**config.mk**
```make
export PLATFORM = sky130hd
export DESIGN_NAME = ext_arbiter
export DESIGN_NICKNAME = d
export VERILOG_FILES = /design/src/rtl/ext_arbiter.sv
export SDC_FILE = /design/constraint.sdc
export NUM_CORES = 1
export LEC_CHECK = 0
export CORE_MARGIN = 2
export CORE_UTILIZATION = 45
export CTS_BUF_LIST = sky130_fd_sc_hd__clkbuf_4 sky130_fd_sc_hd__clkbuf_8
export DETAILED_ROUTE_END_ITERATION = 10
export PLACE_DENSITY = 0.82
export RECOVER_POWER = 100
export SYNTH_ARGS = -nofsm -noshare
export SYNTH_HDL_FRONTEND = slang
export SYNTH_SLANG_ARGS = --single-unit
```
**constraint.sdc**
```tcl
create_clock -name clk -period 1.8 [get_ports clk]
set_clock_uncertainty 0.2 [all_clocks]
set_input_delay 0.27 -clock clk [delete_from_list [all_inputs] [get_ports clk]]
set_output_delay 0.27 -clock clk [all_outputs]
set_load 0.005 [all_outputs]
```
**src/rtl/ext_arbiter.sv**
```systemverilog
// ext_arbiter: shares one 32-bit immediate-extension datapath between
// decode (port 0) and the branch/jump target unit (port 1).
//
// Ports:
//   clk, rst_n               clock, async active-low reset
//   reqN_valid/ready         request handshake per requester (N = 0, 1)
//   reqN_op/imm/tag          extension op, 16-bit immediate, opaque tag
//   resp_valid/ready         registered response handshake
//   resp_id/tag/data         owning port, echoed tag, extended value
//   busy_cnt                 saturating count of stalled-request cycles
module ext_arbiter #(
  parameter int TAG_W = 4,
  parameter int OP_W  = 2
) (
  input  logic             clk,
  input  logic             rst_n,
  input  logic             req0_valid,
  output logic             req0_ready,
  input  logic [OP_W-1:0]  req0_op,
  input  logic [15:0]      req0_imm,
  input  logic [TAG_W-1:0] req0_tag,
  input  logic             req1_valid,
  output logic             req1_ready,
  input  logic [OP_W-1:0]  req1_op,
  input  logic [15:0]      req1_imm,
  input  logic [TAG_W-1:0] req1_tag,
  output logic             resp_valid,
  input  logic             resp_ready,
  output logic             resp_id,
  output logic [TAG_W-1:0] resp_tag,
  output logic [31:0]      resp_data,
  output logic [7:0]       busy_cnt
);

  localparam logic [OP_W-1:0] OP_SIGN  = OP_W'(1);
  localparam logic [OP_W-1:0] OP_HIGH  = OP_W'(2);
  localparam logic [OP_W-1:0] OP_SHAMT = OP_W'(3);

  logic             last_gnt_q, last_gnt_d;
  logic             resp_valid_q, resp_valid_d;
  logic             resp_id_q, resp_id_d;
  logic [TAG_W-1:0] resp_tag_q, resp_tag_d;
  logic [31:0]      resp_data_q, resp_data_d;
  logic [7:0]       busy_cnt_q, busy_cnt_d;

  logic             slot_free;
  logic             sel;
  logic             gnt;
  logic             stall;
  logic [OP_W-1:0]  gnt_op;
  logic [15:0]      gnt_imm;
  logic [TAG_W-1:0] gnt_tag;
  logic [31:0]      ext_val;

  // Selected port depends only on valids and last_gnt, never on ready,
  // so ready can be offered before valid rises.
  always_comb begin
    sel = 1'b0;
    if (req0_valid && req1_valid) begin
      sel = ~last_gnt_q;
    end else if (req1_valid) begin
      sel = 1'b1;
    end
  end

  assign slot_free  = !resp_valid_q || resp_ready;
  assign req0_ready = slot_free && !sel;
  assign req1_ready = slot_free && sel;

  assign gnt = (req0_valid && req0_ready) ||
               (req1_valid && req1_ready);

  assign stall = (req0_valid && !req0_ready) ||
                 (req1_valid && !req1_ready);

  always_comb begin
    gnt_op  = req0_op;
    gnt_imm = req0_imm;
    gnt_tag = req0_tag;
    if (sel) begin
      gnt_op  = req1_op;
      gnt_imm = req1_imm;
      gnt_tag = req1_tag;
    end
  end

  always_comb begin
    ext_val = {16'b0, gnt_imm};
    case (gnt_op)
      OP_SIGN:  ext_val = {{16{gnt_imm[15]}}, gnt_imm};
      OP_HIGH:  ext_val = {gnt_imm, 16'b0};
      OP_SHAMT: ext_val = {27'b0, gnt_imm[10:6]};
      default:  ext_val = {16'b0, gnt_imm};
    endcase
  end

  always_comb begin
    last_gnt_d   = last_gnt_q;
    resp_valid_d = resp_valid_q;
    resp_id_d    = resp_id_q;
    resp_tag_d   = resp_tag_q;
    resp_data_d  = resp_data_q;
    if (gnt) begin
      last_gnt_d   = sel;
      resp_valid_d = 1'b1;
      resp_id_d    = sel;
      resp_tag_d   = gnt_tag;
      resp_data_d  = ext_val;
    end else if (resp_ready) begin
      resp_valid_d = 1'b0;
    end
  end

  always_comb begin
    busy_cnt_d = busy_cnt_q;
    if (stall && busy_cnt_q != 8'hFF) begin
      busy_cnt_d = busy_cnt_q + 8'd1;
    end
  end

  always_ff @(posedge clk or negedge rst_n) begin
    if (!rst_n) begin
      last_gnt_q   <= 1'b1;
      resp_valid_q <= 1'b0;
      resp_id_q    <= 1'b0;
      resp_tag_q   <= '0;
      resp_data_q  <= '0;
      busy_cnt_q   <= '0;
    end else begin
      last_gnt_q   <= last_gnt_d;
      resp_valid_q <= resp_valid_d;
      resp_id_q    <= resp_id_d;
      resp_tag_q   <= resp_tag_d;
      resp_data_q  <= resp_data_d;
      busy_cnt_q   <= busy_cnt_d;
    end
  end

  assign resp_valid = resp_valid_q;
  assign resp_id    = resp_id_q;
  assign resp_tag   = resp_tag_q;
  assign resp_data  = resp_data_q;
  assign busy_cnt   = busy_cnt_q;

endmodule

```
Word-level counts from Yosys, hierarchy flattened
Index checks and enable logic that the tools add are counted.
- register bits after elaboration: 47
- input bits: 49
- output and inout bits: 48
- $add $sub $neg: 1
- equality and inequality tests: 4
- muxes and demuxes: 8
- bitwise logic cells: 1
- reductions and logical operators: 16
- operators with widths (kind ; count):
    $pmux W32 S3 ; 1
    $mux W16 ; 1
    $add A8 B1 Y8 const B ; 1
    $logic_and A1 B1 Y1 ; 8
    $ne A8 B8 Y1 const B ; 1
    $eq A2 B2 Y1 const B ; 2
    $logic_not A1 Y1 ; 4
    $mux W1 ; 4
    $mux W4 ; 1
    $logic_or A1 B1 Y1 ; 3
    $eq A2 B1 Y1 const B ; 1
    $mux W2 ; 1
    $reduce_bool A2 Y1 ; 1
    $not A1 Y1 ; 1

Logic depth before layout (Yosys ltp)
Gate-level depths: netlist of the first run.
- depth after elaboration: 8
- gate-level depth with buffers: 6

Worst setup path after synthesis of the first run
Ideal clock, no wire load.
- kind: register -> register
- from: reg busy_cnt_q[0], in the netlist busy_cnt[0]
- to: reg busy_cnt_q[1], in the netlist busy_cnt[1]
- data arrival time: 1.380 ns
- data required time: 1.475 ns
- path slack: 0.095 ns
- stages on the path, launching flop included: 6
- buffers on the path: 0
- cell sequence: dfrtp_1 > ha_1 > and4_1 > nand2_1 > nand2_1 > mux2_2
- cells in the longest elaborated chain, start to end: 2
- ends and longest elaborated chain (what ; RTL line ; RTL):
    start, declared ; 44 ; logic [7:0] busy_cnt_q, busy_cnt_d;
    start signal, assigned ; 135 ; busy_cnt_q <= busy_cnt_d;
    branches (longest 2 deep; another with $add A8 B1 Y8) ; n/a ;
Several ways; the timed one is not identified.
A chain may end at the register's enable or synchronous reset.

Final worst setup path of the first run
- from: in req1_op[1]
- to: reg resp_data_q[24], in the netlist resp_data[24]
- cells in the longest elaborated chain, start to end: 3
- ends and longest elaborated chain (what ; RTL line ; RTL):
    start, declared ; 24 ; input logic [OP_W-1:0] req1_op,
    $mux W2 * ; 80 ; if (sel) begin
    $eq A2 B2 Y1 / $eq A2 B1 Y1 (equally long branches) ; 89 ; case (gnt_op)
    $pmux W32 S3 * ; 89 ;
    end signal, assigned ; 134 ; resp_data_q <= resp_data_d;
    end, declared ; 43 ; logic [31:0] resp_data_q, resp_data_d;
Mark *: on every way between the ends. The rest lies on a longest branch, timed or not.

==> impl_summary.log, run 1 <==
[metrics] class of the tightest hold or removal check: input pin to asynchronous set/reset pin
[metrics] minimum clock period after layout: between 1500 and 2000 ps
[metrics] final global-route overflow total: 0
[metrics] proportion of layout cells with a drive suffix above 1: approximately 29%
[metrics] Remaining DRCs: 0
[metrics] worst reg-to-reg setup slack: -110 ps
[metrics] number of nets with antenna violations after detailed routing: 0
[metrics] number of cell rows: 27
[metrics] maximum clock frequency: 514 MHz
[metrics] Async SR Flop Fraction: 100%
[metrics] Ports: 97
[metrics] actual transition at the worst max-transition pin: 993 ps
[metrics] vias per cell: 6.00
[metrics] final count of hold timing violations: 0
[metrics] RePlAce Congestion: between 0.8 and 0.9
[metrics] first-pass GRT wire length: 13,700 µm
[metrics] Finish-stage setup viols: 24
[metrics] die height: a little under 80 µm
[metrics] detailed-placement wirelength estimate: 5680 µm
[metrics] Post-Syn Area per Cell: a little under 10 µm²
[metrics] FF-to-FF Start: last_gnt_q
[metrics] Top FF cell, synth: dfrtp_1
[metrics] slew margin rel.: between 30% and 40%
[metrics] synthesized netlist cell count: 257
[metrics] number of buffers between clock root and the deepest sink: 2
[metrics] sequential cell area fraction in the yosys report: a little under half
[metrics] Die Footprint: ~6200 µm²
[metrics] clock buffers created by TritonCTS: 5
[metrics] top cell type by total area after synthesis: dfrtp_1
[metrics] post-synthesis instance area: about 2500 µm²
[metrics] Critical Path Source Type: input pin
[metrics] number of levels in the clock H-tree: 2
[metrics] maximum net fanout on the critical path: 15
[metrics] total of flip-flops plus latches after synthesis: 47
[metrics] register clock-pin slew on the reported worst setup and hold paths: 90 ps
[metrics] clock root buffer master: clkbuf_8
[metrics] 1st-pass router iterations: 4
[metrics] clock latency of the later-clocked register in the worst-skew pair: 300 ps
[metrics] number of distinct library cells after synthesis: 41
[metrics] count of pins over their slew limit: 0
[metrics] r2r worst-path depth: 7
[metrics] drt initial violations: 244
[metrics] data arrival time of the worst path: about 2000 ps
[metrics] required arrival time at the worst endpoint: between 1500 and 2000 ps
[metrics] Area contributors post-synth: dfrtp_1 46%, nand2_1 6.4%, a311oi_1 5.2%
[metrics] RSZ-0062 raised after global routing: yes
[metrics] most common cell after layout, fill and taps aside: clkdlybuf4s50_1
[metrics] net count after synthesis: between 300 and 400
[metrics] cell area after layout: about 4300 µm²
[metrics] power density over cell area: about 860 nW/µm²
[metrics] post-route clock period utilization: 108%
[metrics] total wire length: 9780 µm
[metrics] maximum number of pins on one net before global-route repair: 31
[metrics] fin nets: roughly 450
[metrics] violated checks: negative setup slack
[metrics] critical setup path kind: input pin to flop
[metrics] GRT Total Usage: 28.6%
[metrics] Chip Width: 78.8 µm
[metrics] result of the run: finished, violations left
[metrics] total core area: roughly 5500 µm²
[metrics] layout overhead on the synthesized area: 71.7%
[metrics] count of flip-flops with a built-in enable after synthesis: 0
[metrics] maximum ir drop on the vdd rail: between 0.7 and 0.8 mV
[metrics] Port Buf Inserts: 96
[metrics] capturing point of the worst reg2reg path: resp_data[18]
[metrics] pre-CTS WS: -446 ps
[metrics] Yosys warning count: 0
[metrics] number of diodes added for antenna fixing: 0
[metrics] final core utilization: between 70% and 80%
[metrics] Cell Area, Placed: between 3000 and 4000 µm²
[metrics] clock tree from TritonCTS: built
[metrics] Pleak: 1.84 nW
[metrics] drt wl/cell: between 20 and 25 µm
[metrics] Layout fillers: between 300 and 400
[metrics] crit path setup slack, layout: -144 ps
[metrics] share of Yosys cell area claimed by the top area cell type: approximately 46%
[metrics] initial core utilization: around 46%
[metrics] Max-cap violations: 0
[metrics] initial antenna violation count: 0
[metrics] vias after detailed routing: roughly 2,800
[metrics] number of sinks driven by the clock tree: 47
[metrics] Worst Setup End Kind: flop
[metrics] commonest cells after routing, fill and taps aside: 91 x clkdlybuf4s50_1, 43 x dfrtp_1, 42 x nand2_1
[metrics] Placed Cells: between 400 and 500
[metrics] vias in the first global route: 2,738
[metrics] count of non-filler cells in the finished layout: 472
-- timing repair --
| item | 4_1_cts | 5_1_grt |
|---|---|---|
| buffers inserted | 9 | 6 |
| pin swaps | 9 | 3 |
| hold buffers | 1 | 0 |
| gates resized for setup | 31 | 32 |
| endpoints found under the hold margin | 21 | 0 |
| cloned | 1 | 2 |
| setup endpoints to repair | 33 | 40 |
-- worst max-delay path, stage by stage --
cell             delay, ps
clkdlybuf4s50_1        510
inv_2                   50
nor2_2                 740
a311oi_1               240
o21ai_1                160
-- where the power goes --
| part | internal, mW | switching, mW | leakage [nW] |
|---|---|---|---|
| combinational | 0.936 | 0.646 | 1.21 |
| sequential | 1.27 | 0.187 | 0.582 |
| clock | 0.304 | 0.367 | 0.0491 |
-- area by class of cell --
class / instances / area, µm² / share of cell area [%]
Clock buffer: 7 / 83.8 / 1.94
Clock inverter: 1 / 5.00 / 0.116
Inverter: 2 / 7.51 / 0.174
Multi-Input combinational cell: 191 / 1470 / 34.0
Sequential cell: 47 / 1180 / 27.3
Tap cell: 72 / 90.1 / 2.08
Timing Repair Buffer: 152 / 1490 / 34.4
-- cell families (layout without fill, tap and decap cells) --
kind of cell	count (synthesis)	count (layout)	synth area share, %
adder cells (fa/ha/maj)	1	1	0.496
AO/OA/AOI/OAI	68	69	19.9
multiplexers	16	16	7.20
flip-flops	47	47	46.7
XOR/XNOR	5	5	1.74
buffers and inverters	20	162	4.47
AND/OR/NAND/NOR	100	100	19.5
-- worst max-delay path by stage --
stage / cells past startpoint / start / slack [ps] / end
6_report: 5 / req1_op[1] / -140 / resp_data[24]
5_1_grt: 5 / req1_op[1] / -200 / resp_data[24]
4_1_cts: 6 / last_gnt_q / -80 / resp_data[0]
3_5_place_dp: 5 / req1_op[1] / -450 / resp_data[27]
3_3_place_gp: 5 / req1_op[1] / -410 / resp_data[23]
2_1_floorplan: 5 / busy_cnt[0] / 100 / busy_cnt[1]
-- state kept, by name, indices dropped and copies added (netlist names) --
signal and count:
resp_id 1, last_gnt_q 1, busy_cnt 8, resp_data 32, resp_tag 4, resp_valid 1
-- Yosys cell counts (2+ instances only) --
cell type,n
buf_4,2
o21a_1,5
mux2_2,3
nor2b_1,2
o21ai_0,2
a21o_1,2
xor2_1,2
buf_6,3
o21ai_2,2
nand3b_1,7
dfrtp_1,46
buf_2,6
mux2i_1,11
nand2_1,43
nor2_1,11
nand4_1,5
a311oi_1,15
o31ai_1,10
a31oi_1,6
o21ai_1,15
a21oi_1,3
nand2b_1,2
xnor2_1,3
nand3_1,9
clkbuf_1,6
and3_1,17
o2111ai_1,5
-- layer usage --
metal	vias to the layer above	routed length, µm	track usage [%]
met5	-	0	0
met4	0	353	12.6
met3	36	681	6.93
met2	172	4910	47.5
met1	1381	3830	35.4
li1	1243	-	-
-- metrics by stage --
| step | hold slack (ps) | power, mW | TNS [ps] |
|---|---|---|---|
| final | 286 | 3.71 | -2150 |
| after global routing | 320 | 3.91 | -3590 |
| after CTS | 288 | 3.53 | -711 |
| after detailed placement | 90.7 | 2.78 | -15890 |
| after global placement | 87.2 | 2.74 | -14840 |
| after floorplan | -226 | 1.94 | 0 |
(Power assumes the default switching activity.)
==> run 2, diff against run 1 <==
- CAP_MARGIN: unset -> 20
==> results of run 2 <==
Same layout as run 1: the final DEF is identical, and so are final timing and power.
==> run 3, diff against run 2 <==
- ABC_CLOCK_PERIOD_IN_PS: unset -> 1800
==> results of run 3 <==
Same layout as run 1: the final DEF is identical, and so are final timing and power.
